**src/rtl/alu_pkg.sv**
```systemverilog
// Shared types and widths for the ALU operand loader and its ALU consumers.
package alu_pkg;

  localparam int ALU_A_W  = 4;
  localparam int ALU_B_W  = 2;
  localparam int ALU_OP_W = 3;

  typedef enum logic [1:0] {
    LOAD_A  = 2'd0,
    LOAD_B  = 2'd1,
    LOAD_OP = 2'd2,
    READY   = 2'd3
  } loader_state_t;

endpackage

```
**src/rtl/btn_debounce.sv**
```systemverilog
// Button conditioner: 2-flop synchroniser, stability counter and a registered
// single-cycle press pulse on each debounced rising transition.
module btn_debounce #(
  parameter int DEBOUNCE_CYCLES = 500000
) (
  input  logic clk,
  input  logic rst,
  input  logic btn_raw,
  output logic press
);

  localparam int CNT_W = $clog2(DEBOUNCE_CYCLES + 1);
  localparam logic [CNT_W-1:0] CNT_LAST = CNT_W'(DEBOUNCE_CYCLES - 1);

  logic             sync1_q, sync1_d;
  logic             sync2_q, sync2_d;
  logic             level_q, level_d;
  logic [CNT_W-1:0] count_q, count_d;
  logic             press_q, press_d;

  // The level flips on the DEBOUNCE_CYCLES-th consecutive differing sample.
  always_comb begin
    sync1_d = btn_raw;
    sync2_d = sync1_q;
    level_d = level_q;
    count_d = '0;
    press_d = 1'b0;
    if (sync2_q != level_q) begin
      if (count_q == CNT_LAST) begin
        level_d = sync2_q;
        press_d = sync2_q;
      end else begin
        count_d = count_q + 1'b1;
      end
    end
  end

  always_ff @(posedge clk or posedge rst) begin
    if (rst) begin
      sync1_q <= 1'b0;
      sync2_q <= 1'b0;
      level_q <= 1'b0;
      count_q <= '0;
      press_q <= 1'b0;
    end else begin
      sync1_q <= sync1_d;
      sync2_q <= sync2_d;
      level_q <= level_d;
      count_q <= count_d;
      press_q <= press_d;
    end
  end

  assign press = press_q;

endmodule

```
**src/rtl/alu_operand_loader.sv**
```systemverilog
// Captures A, B and the opcode from the switches on successive button presses
// and presents them as registered ALU inputs with a valid flag and start pulse.
module alu_operand_loader
  import alu_pkg::*;
#(
  parameter int DEBOUNCE_CYCLES = 500000,
  parameter int OP_W            = ALU_OP_W
) (
  input  logic               clk,
  input  logic               rst,
  input  logic [3:0]         sw,
  input  logic               btn,
  output logic [ALU_A_W-1:0] A,
  output logic [ALU_B_W-1:0] B,
  output logic [OP_W-1:0]    op,
  output logic               operands_valid,
  output logic               start,
  output logic [1:0]         stage
);

  logic press;

  loader_state_t      state_q, state_d;
  logic [ALU_A_W-1:0] a_q, a_d;
  logic [ALU_B_W-1:0] b_q, b_d;
  logic [OP_W-1:0]    op_q, op_d;
  logic               valid_q, valid_d;
  logic               start_q, start_d;

  btn_debounce #(
    .DEBOUNCE_CYCLES(DEBOUNCE_CYCLES)
  ) u_btn_debounce (
    .clk    (clk),
    .rst    (rst),
    .btn_raw(btn),
    .press  (press)
  );

  always_comb begin
    state_d = state_q;
    a_d     = a_q;
    b_d     = b_q;
    op_d    = op_q;
    valid_d = valid_q;
    start_d = 1'b0;
    if (press) begin
      unique case (state_q)
        LOAD_A: begin
          a_d     = sw[ALU_A_W-1:0];
          state_d = LOAD_B;
        end
        LOAD_B: begin
          b_d     = sw[ALU_B_W-1:0];
          state_d = LOAD_OP;
        end
        LOAD_OP: begin
          op_d    = sw[OP_W-1:0];
          valid_d = 1'b1;
          start_d = 1'b1;
          state_d = READY;
        end
        READY: begin
          // Reload starts at A; B and op stay until overwritten.
          a_d     = sw[ALU_A_W-1:0];
          valid_d = 1'b0;
          state_d = LOAD_B;
        end
        default: state_d = LOAD_A;
      endcase
    end
  end

  always_ff @(posedge clk or posedge rst) begin
    if (rst) begin
      state_q <= LOAD_A;
      a_q     <= '0;
      b_q     <= '0;
      op_q    <= '0;
      valid_q <= 1'b0;
      start_q <= 1'b0;
    end else begin
      state_q <= state_d;
      a_q     <= a_d;
      b_q     <= b_d;
      op_q    <= op_d;
      valid_q <= valid_d;
      start_q <= start_d;
    end
  end

  assign A              = a_q;
  assign B              = b_q;
  assign op             = op_q;
  assign operands_valid = valid_q;
  assign start          = start_q;
  assign stage          = state_q;

endmodule

```
**config.mk**
```make
export PLATFORM = sky130hd
export DESIGN_NAME = alu_operand_loader
export DESIGN_NICKNAME = d
export VERILOG_FILES = /design/src/rtl/alu_pkg.sv /design/src/rtl/btn_debounce.sv /design/src/rtl/alu_operand_loader.sv
export SDC_FILE = /design/constraint.sdc
export NUM_CORES = 1
export LEC_CHECK = 0
export ABC_AREA = 1
export BUFFER_PORTS_ARGS = -buffer_cell sky130_fd_sc_hd__buf_4
export CORE_UTILIZATION = 61
export DETAILED_ROUTE_END_ITERATION = 7
export GPL_TIMING_DRIVEN = 0
export PLACE_DENSITY = 0.83
export SLEW_MARGIN = 10
export SYNTH_ARGS = -nofsm -noshare
export SYNTH_HDL_FRONTEND = slang
export SYNTH_SLANG_ARGS = --single-unit
```
**constraint.sdc**
```tcl
create_clock -name clk -period 3.4 [get_ports clk]
set_clock_uncertainty 0.05 [all_clocks]
set_input_delay 0.17 -clock clk [delete_from_list [all_inputs] [get_ports clk]]
set_output_delay 0.17 -clock clk [all_outputs]
set_load 0.05 [all_outputs]
```
After elaboration in Yosys (flattened, before gate mapping). Index checks and enable logic that the tools add are counted.

Register bits: 36. Input port bits: 7. Output and inout port bits: 13. Word-level logic and storage cells: 33.

Add/subtract/negate cells: 1. Equality and inequality tests: 5. Mux-type cells: 8. Reductions and logical operators: 8.

Operator list (count): $mux 19 (2); $add 19x1->19 const B (1); $eq 19x19->1 const B (1); $reduce_and 2->1 (5); $pmux 2 s3 (1); $eq 2x2->1 const B (2); $mux 1 (4); $eq 2x1->1 const B (1); $logic_not 2->1 (1); $pmux 1 s2 (1); $reduce_bool 2->1 (1); $reduce_or 2->1 (1); $ne 1x1->1 (1).

Logic depth before layout (Yosys ltp). Gate-level depths: netlist of the first run.

Word-level depth: 3. Mapped depth: 8. Depth with buffers taken out: 8.

By module. A second synthesis of the first run with hierarchy kept.

Cells, all modules: 209. Area total of the unflattened synthesis: 1819.2 µm².

Modules (own cells, without submodules): btn_debounce (times used 1, cells an instance 157, area each 1302.5 µm², sequential area each 575.6 µm²); alu_operand_loader (times used 1, cells an instance 52, area each 516.7 µm², sequential area each 325.3 µm²).

Least setup slack after synthesis of the first run. No wires, ideal clock.

Path type: reg-to-reg. Start: register state_q[0], in the netlist stage[0]. End: register a_q[3], in the netlist A[3]. Setup time: 118 ps. Data arrival time: 1350 ps. Required time: 3232 ps. Setup slack: 1883 ps. Stages on the path, launching flop included: 7. Buffers on the path: 0. Clock period less this slack: 1517 ps. Path through: dfrtp_1 > inv_1 > ha_1 > nand2_1 > inv_1 > nand2_1 > nand2_1.

Word-level cells in the longest chain between the ends: 3. Elaborated cells between the ends (all ways): 4. Those cells by class: eq/ne (1); reduce/logical (3).

RTL lines: from (decl) (line alu_operand_loader.sv:23) `loader_state_t state_q, state_d;`; from (signal assigned) (line alu_operand_loader.sv:82) `state_q <= state_d;`; $eq 2x2->1 or $logic_not 2->1 (tied branches) (line alu_operand_loader.sv:47) `unique case (state_q)`; $reduce_or 2->1 (no source line) (*); $reduce_and 2->1 (no source line) (*); to (signal assigned) (line alu_operand_loader.sv:76) `a_q <= '0;`; to (signal assigned) (line alu_operand_loader.sv:83) `a_q <= a_d;`; to (decl) (line alu_operand_loader.sv:24) `logic [ALU_A_W-1:0] a_q, a_d;`.

Mark *: on every way between the ends. The rest lies on a longest branch, timed or not. A chain may end at the register's enable or synchronous reset.

Worst setup path after layout of the first run.
Start: register u_btn_debounce.count_q[0]. End: register u_btn_debounce.count_q[18].

Word-level cells in the longest chain between the ends: 3. Elaborated cells between the ends (all ways): 4. Those cells by class: add/sub (1); eq/ne (1); mux (2).

RTL lines: from (decl) (line btn_debounce.sv:18) `logic [CNT_W-1:0] count_q, count_d;`; from (signal assigned) (line btn_debounce.sv:49) `count_q <= count_d;`; $add 19x1->19 or $eq 19x19->1 (tied branches) (line btn_debounce.sv:33, btn_debounce.sv:29); $mux 19 (*) (line btn_debounce.sv:29) `if (count_q == CNT_LAST) begin`; $mux 19 (*) (line btn_debounce.sv:28) `if (sync2_q != level_q) begin`; via u_btn_debounce.count_d[18] (line btn_debounce.sv:18).

The timed path passes the listed nets; every way through them passes the cells marked *.

==> results of run 1 <==
-- timing repair --
item | in CTS | in global routing
endpoints found under the hold margin | 38 | 0
gates resized for setup | 0 | 0
hold buffers | 3 | 0
-- placed cells by master (no fill, tap or decap) --
cell / instances
sky130_fd_sc_hd__nand2_2: 2
sky130_fd_sc_hd__nand3b_1: 1
sky130_fd_sc_hd__xor2_1: 7
sky130_fd_sc_hd__dfrtp_1: 36
sky130_fd_sc_hd__xor2_2: 1
sky130_fd_sc_hd__clkbuf_8: 2
sky130_fd_sc_hd__o21ai_0: 11
sky130_fd_sc_hd__ha_1: 4
sky130_fd_sc_hd__nor3_1: 2
sky130_fd_sc_hd__bufinv_16: 1
sky130_fd_sc_hd__inv_2: 2
sky130_fd_sc_hd__nor3b_1: 2
sky130_fd_sc_hd__inv_1: 20
sky130_fd_sc_hd__nand3_2: 1
sky130_fd_sc_hd__nand2_1: 42
sky130_fd_sc_hd__o21bai_1: 1
sky130_fd_sc_hd__nand4_1: 2
sky130_fd_sc_hd__nand3_1: 9
sky130_fd_sc_hd__o21a_1: 2
sky130_fd_sc_hd__xnor2_1: 2
sky130_fd_sc_hd__o21ai_1: 2
sky130_fd_sc_hd__dlygate4sd3_1: 3
sky130_fd_sc_hd__a21oi_1: 1
sky130_fd_sc_hd__clkbuf_4: 5
sky130_fd_sc_hd__nor2_1: 47
sky130_fd_sc_hd__buf_4: 19
-- synthesized netlist by cell type --
library cell | number | area, µm²
sky130_fd_sc_hd__a21oi_1 | 1 | 5.00
sky130_fd_sc_hd__dfrtp_1 | 36 | 901
sky130_fd_sc_hd__ha_1 | 4 | 50.1
sky130_fd_sc_hd__inv_1 | 21 | 78.8
sky130_fd_sc_hd__inv_2 | 1 | 3.75
sky130_fd_sc_hd__nand2_1 | 42 | 158
sky130_fd_sc_hd__nand2_2 | 2 | 12.5
sky130_fd_sc_hd__nand3_1 | 9 | 45.0
sky130_fd_sc_hd__nand3_2 | 1 | 10.0
sky130_fd_sc_hd__nand3b_1 | 1 | 7.51
sky130_fd_sc_hd__nand4_1 | 2 | 12.5
sky130_fd_sc_hd__nor2_1 | 47 | 176
sky130_fd_sc_hd__nor3_1 | 2 | 10.0
sky130_fd_sc_hd__nor3b_1 | 2 | 15.0
sky130_fd_sc_hd__o21a_1 | 2 | 15.0
sky130_fd_sc_hd__o21ai_0 | 11 | 55.1
sky130_fd_sc_hd__o21ai_1 | 2 | 10.0
sky130_fd_sc_hd__o21bai_1 | 1 | 7.51
sky130_fd_sc_hd__xnor2_1 | 2 | 17.5
sky130_fd_sc_hd__xor2_1 | 7 | 61.3
sky130_fd_sc_hd__xor2_2 | 1 | 16.3
-- registers in the layout, indices dropped and copies added, names as in the netlist --
name	cells
stage	2
u_btn_debounce.level_q	1
B	2
u_btn_debounce.count_q	19
u_btn_debounce.press	1
operands_valid	1
u_btn_debounce.sync2_q	1
op	3
A	4
u_btn_debounce.sync1_q	1
start	1
-- worst reg2reg max path, stage by stage, from the launching register on --
cell and delay (ns):
sky130_fd_sc_hd__dfrtp_1 0.38, sky130_fd_sc_hd__ha_1 0.18, sky130_fd_sc_hd__nand2_1 0.11, sky130_fd_sc_hd__nor2_1 0.24
sky130_fd_sc_hd__nand2_2 0.13, sky130_fd_sc_hd__nor2_1 0.15, sky130_fd_sc_hd__nand3_1 0.09, sky130_fd_sc_hd__nand3_1 0.08
sky130_fd_sc_hd__nor2_1 0.05
-- power breakdown --
group | internal [µW] | leakage [µW] | switching [µW] | total, µW
clock | 195 | 0.0000515 | 141 | 336
sequential | 432 | 0.000449 | 2.58 | 434
combinational | 10.4 | 0.000433 | 17.7 | 28.1
-- metal layers --
metal / vias up / track usage / wire (µm)
li1: 671 / - / -
met3: 8 / 0.0750 / 169
met2: 44 / 0.457 / 1570
met1: 639 / 0.339 / 1440
met5: - / 0 / 0
met4: 0 / 0.107 / 53
-- metrics by stage --
step / util / hold slack (ns) / setup WS [ns] / instance area, µm²
2_1_floorplan: - / 0.151 / 1.88 / 1670
3_3_place_gp: 0.733 / 0.231 / 1.91 / 1850
3_5_place_dp: 0.733 / 0.230 / 1.86 / 1850
4_1_cts: 0.782 / 0.0480 / 1.86 / 1970
5_1_grt: 0.782 / 0.0802 / 1.68 / 1970
6_report: 0.782 / 0.0540 / 1.85 / 1970
-- final cells by class --
class                      count  share of cell area
clock buffer                   7              0.0330
clock inverter                 1              0.0152
sequential                    36               0.457
timing repair buffer          22              0.0875
inverter                      22              0.0419
multi-input combinational    139               0.347
tap                           30              0.0190
-- worst paths after layout --
check	cells past startpoint	slack [ns]	endpoint	from
worst min register to register	0	0.32	u_btn_debounce.sync2_q$_DFF_PP0_	u_btn_debounce.sync1_q$_DFF_PP0_
worst max-delay path	8	1.85	u_btn_debounce.count_q[18]$_DFF_PP0_	u_btn_debounce.count_q[0]$_DFF_PP0_
max in group asynchronous	3	2.37	u_btn_debounce.count_q[2]$_DFF_PP0_	rst
worst min-delay path	3	0.05	op[2]$_DFFE_PP0P_	sw[2]
min in group asynchronous	3	0.46	u_btn_debounce.count_q[11]$_DFF_PP0_	rst
worst max register to register	8	1.85	u_btn_debounce.count_q[18]$_DFF_PP0_	u_btn_debounce.count_q[0]$_DFF_PP0_
-- kinds of logic (layout without fill, tap and decap cells) --
group                    Yosys count  count (layout)
adder cells (fa/ha/maj)            4               4
AO/OA/AOI/OAI                     17              17
flip-flops                        36              36
buffers and inverters             22              52
XOR/XNOR                          10              10
AND/OR/NAND/NOR                  108             108
==> results.md, run 1 <==
Finish:
- The share of post-route cells with drive strength above 1 is 0.145.
- After filler insertion, the fill cell instance count of the layout stands at 180.
- The area growth from synthesis to layout is 18.3%.
- Across the whole layout, storage elements account for 901 µm².
- The multi-input combinational cells in the finished layout cover a total of 684 µm².
- 0 antenna diodes ended up in the layout.
- The number of non-filler instances in the completed layout is 257.
- The final layout contains 237 nets.

Logic synthesis:
- The adder-cell share of the synthesized area is 0.0300.
- The synthesized-area fraction occupied by ao, oa, aoi and oai cells is 0.0555.
- The number of warnings reported in the yosys synthesis log is 0.
- The portion of netlist area occupied by mux cells is 0.
- The largest family of logic cells by synthesized area is simple AND/OR/NAND/NOR gates.
- The number of distinct library cells after synthesis is 21.
- The net count after synthesis is 208.
- The area fraction in and, or, nand and nor cells after synthesis is 0.268.
- The average instance in the mapped netlist occupies 8.47 µm².
- The cell area after technology mapping is 1670 µm².
- Of the total synthesized cell area, the portion taken by XOR and XNOR cells is 0.0570.
- The post-synthesis cell count is 197.
- After synthesis the netlist holds a flip-flop and latch count of 36.
- The fraction of the yosys area taken by sequential cells is 0.540.

Worst hold path:
- The path type of the worst min-delay path is input pin to flip-flop.

Routing:
- The number of vias in the routed layout is 1,362.
- The post-route DRC violation count is 0.
- After detailed routing, the average wire length per cell comes to 12.6 µm.
- The via density per instance is 5.30.
- The wire length after detailed routing is 3.23 mm.
- In this run, the number of DRC markers left after iteration 0 of detailed routing was 63.
- In this run the remaining antenna-violating nets after routing total 0.
- The number of iterations in the first detailed-routing pass is 4.

Global route:
- For this run the aggregate overflow at the end of global routing stands at 0.
- The initial antenna violation count is 0.
- The via count of the first global-routing pass is 1,322.
- Entering global routing, the biggest net connects 37 pins.
- The all-layer global routing usage is 0.275.
- The global-route wire length before repair is 5.58 mm.

Timing:
- The number of hold-slack violations in the final timing report was 0.
- The minimum clock period after layout is 1.55 ns.
- Headroom to the max-slew limit came out at 0.517.
- Of the available clock period, the critical path in the final layout requires 0.457.
- The worst-margin pin slew is 0.724 ns.
- Summed over all failing endpoints, the final setup total negative slack is 0 ns.
- The maximum achievable frequency is 643 MHz.
- Setup repair after global routing left no endpoint under its margin.
- The max-slew violation total from the final report is 0.
- The final number of setup-violating endpoints is 0.

Worst setup path:
- STA puts the critical path data required time at 3.59 ns.
- The critical path start-end classification is flip-flop to flip-flop.
- The dominant delay contributor by cell family on the critical path is simple AND/OR/NAND/NOR gates.
- STA classifies the critical path endpoint as a flip-flop.
- STA classifies the critical path startpoint as a flip-flop.
- The worst path arrival time is 1.74 ns.
- The slowest stage of the critical path is the sky130_fd_sc_hd__dfrtp_1 cell.
- By instance count, the cell type seen most on the critical path is sky130_fd_sc_hd__nor2_1.
- The worst path buffer plus inverter count is 0.
- The delay of the slowest cell on the worst path is 0.38 ns.
- Along the worst path, the maximum fanout reaches 4.
- The critical path goes through ha_1 > nand2_1 > nor2_1 > nand2_2 > nor2_1 > nand3_1 > nand3_1 > nor2_1.

Pwr:
- The leakage power is 0.000933 µW.
- The worst-case IR drop observed on VDD is 0.388 mV.
- The power density over the cells is 405 nW/µm².
- The overall power of the completed layout is 798 µW.

Die:
- For this configuration, the core starts out at a cell density of 0.661.
- The die is 54.3 µm tall.
- After floorplanning, the core was sized to cover 2520 µm².
- The boundary pin count is 20.
- The die is 54.3 µm wide.
- The area of the die is 2950 µm².
- The floorplan row count is 18.

CTS:
- Clock latency on the worst-skew pair, taken at its later pin, is 0.34 ns.
- Clock-pin slew was measured on the worst setup and hold paths at 0.11 ns.
- The H-tree generated during clock tree synthesis spans 2 levels.
- The buffer levels on the longest clock path is 2.
- For this design, the sink count on the clock tree is 36.
- Counting the buffers created by CTS gives 5.
- The number of buffers added for setup after CTS is 0.
- TritonCTS built the clock tree.
- The cell chosen for the clock root is sky130_fd_sc_hd__clkbuf_4.

Place:
- The count of buffers from port buffering is 19.
- At the end of routability-driven placement, the weighted congestion stood at 0.952.
- The number of placed instances, taps included, is 246.
- The wire-length estimate of the detail-placed layout is 2.29 mm.

Flow run:
- The number of max-cap violations is 0.

Outcome:
- The flow ran to the end, and the final reports show no timing, DRC or antenna violations.
No activity file was read; power rests on OpenSTA's default activity.
==> inputs of run 2 (changes only) <==
ABC_AREA = 0   (was 1)
CORE_UTILIZATION = 51   (was 61)
PLACE_DENSITY = 0.74   (was 0.83)
clock period = 1.4 ns   (was 3.4 ns; I/O delays follow)
==> run 2 against run 1 <==
The flow now finishes with violations (negative setup slack). Critical path depth down 3. Core utilization fell by 3.4 points. Combinational power grew to 6.5 times the previous value. Sequential share of layout area decreased by 6.1 points. Wire length increased by 8.9%. Via count fell by 7.6%. Highest routed layer unchanged. Synthesized cell count down 28%.
==> results.md, run 2 <==
Outcome:
- The run finished, with violations left.
- The final reports fail on negative setup slack.

Routing:
- The number of vias in the routed layout is 1,259 (-7.6%).
- The number of iterations in the first detailed-routing pass is 4 (unchanged).
- The number of nets with antenna violations after detailed routing is 0 (unchanged).
- The wire length after detailed routing came to 3.52 mm (+8.9%).
- The violation count after the first detailed-route iteration is 39 (-38%).
- The via density per instance is 5.31 (+0.24%).
- The post-route DRC violation count came to 0 (unchanged).
- The average wire per cell in the routed design was 14.9 µm (+18%).

Finish:
- More flip-flops sit in one register than any other, and that register is u_btn_debounce.count_q.
- Leaving out fill and tap cells, the most frequent cell in the layout is sky130_fd_sc_hd__buf_4.
- The utilization of the core after routing is 0.748 (-0.0343).
- The number of non-filler instances in the completed layout came to 237 (-7.8%).
- The antenna diode count is 0 (unchanged).
- The storage element area is 911 µm² (+1.1%).
- The total of fill cells in the finished design is 199 (+11%).
- In the layout the commonest cells are 36 x sky130_fd_sc_hd__buf_4, 28 x sky130_fd_sc_hd__dfrtp_1, 16 x sky130_fd_sc_hd__nor2_1.
- The flip-flop count of the largest register after layout is 19 (unchanged).
- The final net count was 203 (-14%).
- The share of post-route cells with drive strength above 1 is 0.477 (+0.331).
- The multi-input logic area is 861 µm² (+26%).
- The layout-stage area growth over the synthesis result is 38.6%.

Pwr:
- The relative contribution of the clock network to total power was 0.394 (-0.027).
- The net switching component of the power is 473 µW (+190%).
- The maximum ir drop on the vdd rail was 0.746 mV (+92%).
- The overall power of the completed layout was 2080 µW (+160%).
- The leakage power is 0.00101 µW (+8.5%).
- The power density over the cells is 906 nW/µm² (+120%).
- The fraction of power consumed by combinational cells came to 0.088 (+0.053).
- The sequential share of power is 0.518 (-0.026).
- The net switching fraction of the power came to 0.227 (+0.0253).
- The total internal power is 1610 µW (+150%).

Worst setup path:
- The count of cells along the worst register-to-register path came to 5 (-3).
- The worst endpoint required time is 1.59 ns (-2.00 ns).
- The library cell contributing the largest single delay on the critical path is sky130_fd_sc_hd__dfrtp_1.
- The critical path goes through ha_4 > and4_4 > nand4_4 > nor2_4 > mux2_4.
- The dominant delay contributor by cell family on the critical path is simple AND/OR/NAND/NOR gates.
- The worst path arrival time came to 1.79 ns (+0.05 ns).
- The nature of the critical path endpoint is a flip-flop.
- The worst register-to-register path ends at u_btn_debounce.level_q$_DFFE_PP0P_.
- The delay of the slowest cell on the worst path came to 0.41 ns (+0.03 ns).
- The worst setup path is of the flip-flop to flip-flop kind.
- The worst path buffer plus inverter count is 0 (unchanged).
- The internal reg-to-reg setup slack is -0.19 ns (-2.04 ns).
- The maximum fanout along the worst path was 4 (unchanged).
- The source of the worst register-to-register timing path is u_btn_debounce.count_q[1]$_DFF_PP0_.
- The path length in cells of the critical path was 5 (-3).
- STA classifies the critical path startpoint as a flip-flop.

Timing:
- The share of the cycle needed by the critical path after routing is 1.14 (+0.681).
- The minimum clock period after layout is 1.59 ns (+0.0396 ns).
- The number of hold-slack violations in the final timing report is 0 (unchanged).
- The worst setup margin came to -0.194 ns (-2.04 ns).
- The maximum achievable frequency came to 627 MHz (-2.5%).
- The worst-margin pin slew is 0.741 ns (+0.0172 ns).
- The worst relative slew slack is 0.505 (-0.0115).
- The final number of setup-violating endpoints is 20 (+20).
- The max-slew violation total from the final report is 0 (unchanged).
- Setup repair after global routing could not meet its margin everywhere.
- The worst hold slack is 0.311 ns (+0.257 ns).

Worst hold path:
- The path with the worst hold slack has its endpoint at u_btn_debounce.sync2_q$_DFF_PP0_.
- The startpoint identified for the worst hold timing path is u_btn_debounce.sync1_q$_DFF_PP0_.
- The path type of the worst min-delay path is flip-flop to flip-flop.
- The hold path depth is 0 (-3).

Logic synthesis:
- sky130_fd_sc_hd__dfrtp_1 is the most common cell in the netlist.
- The proportion of netlist area held by the largest area contributor is 0.542 (+0.00203).
- The largest total area in the synthesized netlist belongs to sky130_fd_sc_hd__dfrtp_1.
- The net count after synthesis is 152 (-27%).
- The cell area after technology mapping is 1660 µm² (-0.38%).
- The share of synthesized registers carrying an async set or reset came to 1.00 (unchanged).
- The post-synthesis cell count came to 141 (-28%).
- The number of storage elements in the synthesis netlist is 36 (unchanged).
- The commonest cells after synthesis are 36 x sky130_fd_sc_hd__dfrtp_1, 22 x sky130_fd_sc_hd__nor2_1, 11 x sky130_fd_sc_hd__xnor2_1.
- The number of distinct library cells after synthesis was 31 (+48%).
- The number of warnings reported in the yosys synthesis log is 0 (unchanged).
- The number of enable-type register cells in the synthesized netlist was 0 (unchanged).
- By area the synthesized netlist is led by sky130_fd_sc_hd__dfrtp_1 54%, sky130_fd_sc_hd__mux2_2 6.1%, sky130_fd_sc_hd__xnor2_1 5.8%, sky130_fd_sc_hd__nor2_1 5.0%, sky130_fd_sc_hd__xor2_1 3.2%.
- The most frequently used flop master after synthesis is sky130_fd_sc_hd__dfrtp_1.
- The average footprint of a synthesized cell is 11.8 µm² (+39%).
- The fraction of the yosys area taken by sequential cells is 0.542 (+0.00203).

Die:
- The floorplan row count came to 20 (+2).
- The area of the die is 3490 µm² (+18%).
- The placeable core region is 3080 µm² (+22%).
- The die height is 59.1 µm (+8.8%).
- The horizontal die dimension is 59.1 µm (+8.8%).
- The initial cell density of the core is 0.540 (-0.121).
- The boundary pin count is 20 (unchanged).

CTS:
- The CTS buffer count is 5 (unchanged).
- The clock transition at the registers of the reported paths was 0.11 ns (about the same).
- The clock tree from TritonCTS is done.
- The clock sink count came to 36 (unchanged).
- The CTS H-tree depth is 2 (unchanged).
- The later-pin clock latency in the skew report is 0.34 ns (about the same).
- The buffer levels on the longest clock path is 2 (unchanged).
- The cell chosen for the clock root is sky130_fd_sc_hd__clkbuf_4.

Global route:
- The largest net degree at the start of global routing is 37 (unchanged).
- The initial antenna violation count is 0 (unchanged).
- The global route total overflow is 0 (unchanged).
- The all-layer global routing usage is 0.230 (-0.0455).
- The global-route wire length before repair is 5.87 mm (+5.1%).
- The via count of the first global-routing pass is 1,286 (-2.7%).

Flow run:
- The number of max-cap violations was 0 (unchanged).

Place:
- The half-perimeter wire length after placement is 2.00 mm (-13%).
- The count of buffers from port buffering came to 19 (unchanged).
- The last weighted congestion value of the routability-driven placer is 0.856 (-10%).
- The number of instances in the placed design is 204 (-17%).
- The worst setup slack after placement is -0.303 ns (-2.17 ns).
==> run 2: cell count changes after synthesis, sizes merged, moves of 9 or more <==
cell and change:
o21ai -10, nand2 -34, nor2 -25, mux2 +10, inv -16, xnor2 +9
==> run 2: worst register-to-register path: stages, from the launching register on <==
cell and delay [ns]:
sky130_fd_sc_hd__dfrtp_1 0.41, sky130_fd_sc_hd__ha_4 0.18, sky130_fd_sc_hd__and4_4 0.26, sky130_fd_sc_hd__nand4_4 0.14, sky130_fd_sc_hd__nor2_4 0.16, sky130_fd_sc_hd__mux2_4 0.30
==> run 2: logic make-up after synthesis <==
| group | synth area share |
|---|---|
| compound gates | 0.0331 |
| simple gates | 0.205 |
| buf+inv | 0.0203 |
| fa+ha+maj | 0.0301 |
| flops | 0.542 |
| xor+xnor | 0.0896 |
| mux | 0.0798 |
==> run 2: how the worst max path moves through the flow <==
stage                                                   start                              endpoint  slack, ns
after global routing      u_btn_debounce.count_q[1]$_DFF_PP0_   u_btn_debounce.count_q[9]$_DFF_PP0_      -0.25
after CTS                 u_btn_debounce.count_q[9]$_DFF_PP0_    u_btn_debounce.level_q$_DFFE_PP0P_      -0.15
after floorplan           u_btn_debounce.count_q[0]$_DFF_PP0_    u_btn_debounce.level_q$_DFFE_PP0P_      -0.17
after detailed placement  u_btn_debounce.count_q[0]$_DFF_PP0_  u_btn_debounce.count_q[16]$_DFF_PP0_      -0.30
after global placement    u_btn_debounce.count_q[0]$_DFF_PP0_    u_btn_debounce.level_q$_DFFE_PP0P_      -0.27
final                     u_btn_debounce.count_q[1]$_DFF_PP0_    u_btn_debounce.level_q$_DFFE_PP0P_      -0.19
==> run 2: routing by layer <==
| metal | wire, µm | share of wire | GRT usage | vias to the layer above |
|---|---|---|---|---|
| li1 | - | - | - | 595 |
| met1 | 1460 | 0.41 | 0.267 | 622 |
| met2 | 1860 | 0.53 | 0.403 | 34 |
| met3 | 136 | 0.039 | 0.0480 | 8 |
| met4 | 62 | 0.018 | 0.112 | 0 |
| met5 | 0 | 0 | 0 | - |
==> run 2: per-stage QoR <==
stage | cell area [µm²] | TNS [ns]
2_1_floorplan | 1700 | -1.33
3_3_place_gp | 1900 | -3.94
3_5_place_dp | 1900 | -4.50
4_1_cts | 2250 | -2.45
5_1_grt | 2300 | -4.47
6_report | 2300 | -3.20
==> run 2: power groups by stage <==
stage          registers [µW]  logic (µW)  clock network (µW)
2_1_floorplan            1150        53.5                   0
3_3_place_gp             1100         147                   0
3_5_place_dp             1100         151                   0
4_1_cts                  1080         180                 839
5_1_grt                  1080         200                 866
6_report                 1080         184                 821
==> run 2: final cells by class <==
| cell class | instances | share of cell area |
|---|---|---|
| Inverter | 6 | 0.00978 |
| Clock buffer | 7 | 0.0283 |
| Multi-Input combinational cell | 98 | 0.374 |
| Sequential cell | 36 | 0.396 |
| Clock inverter | 1 | 0.0130 |
| Tap cell | 44 | 0.0239 |
| Timing Repair Buffer | 44 | 0.151 |
| Buffer | 1 | 0.00489 |
==> run 2: repair_timing <==
| item | 4_1_cts | 5_1_grt |
|---|---|---|
| hold buffers | 6 | 0 |
| gates resized for setup | 14 | 11 |
| buffers inserted | 18 | 1 |
| setup endpoints to repair | 20 | 20 |
| pin swaps | 7 | 4 |
| endpoints found under the hold margin | 46 | 0 |
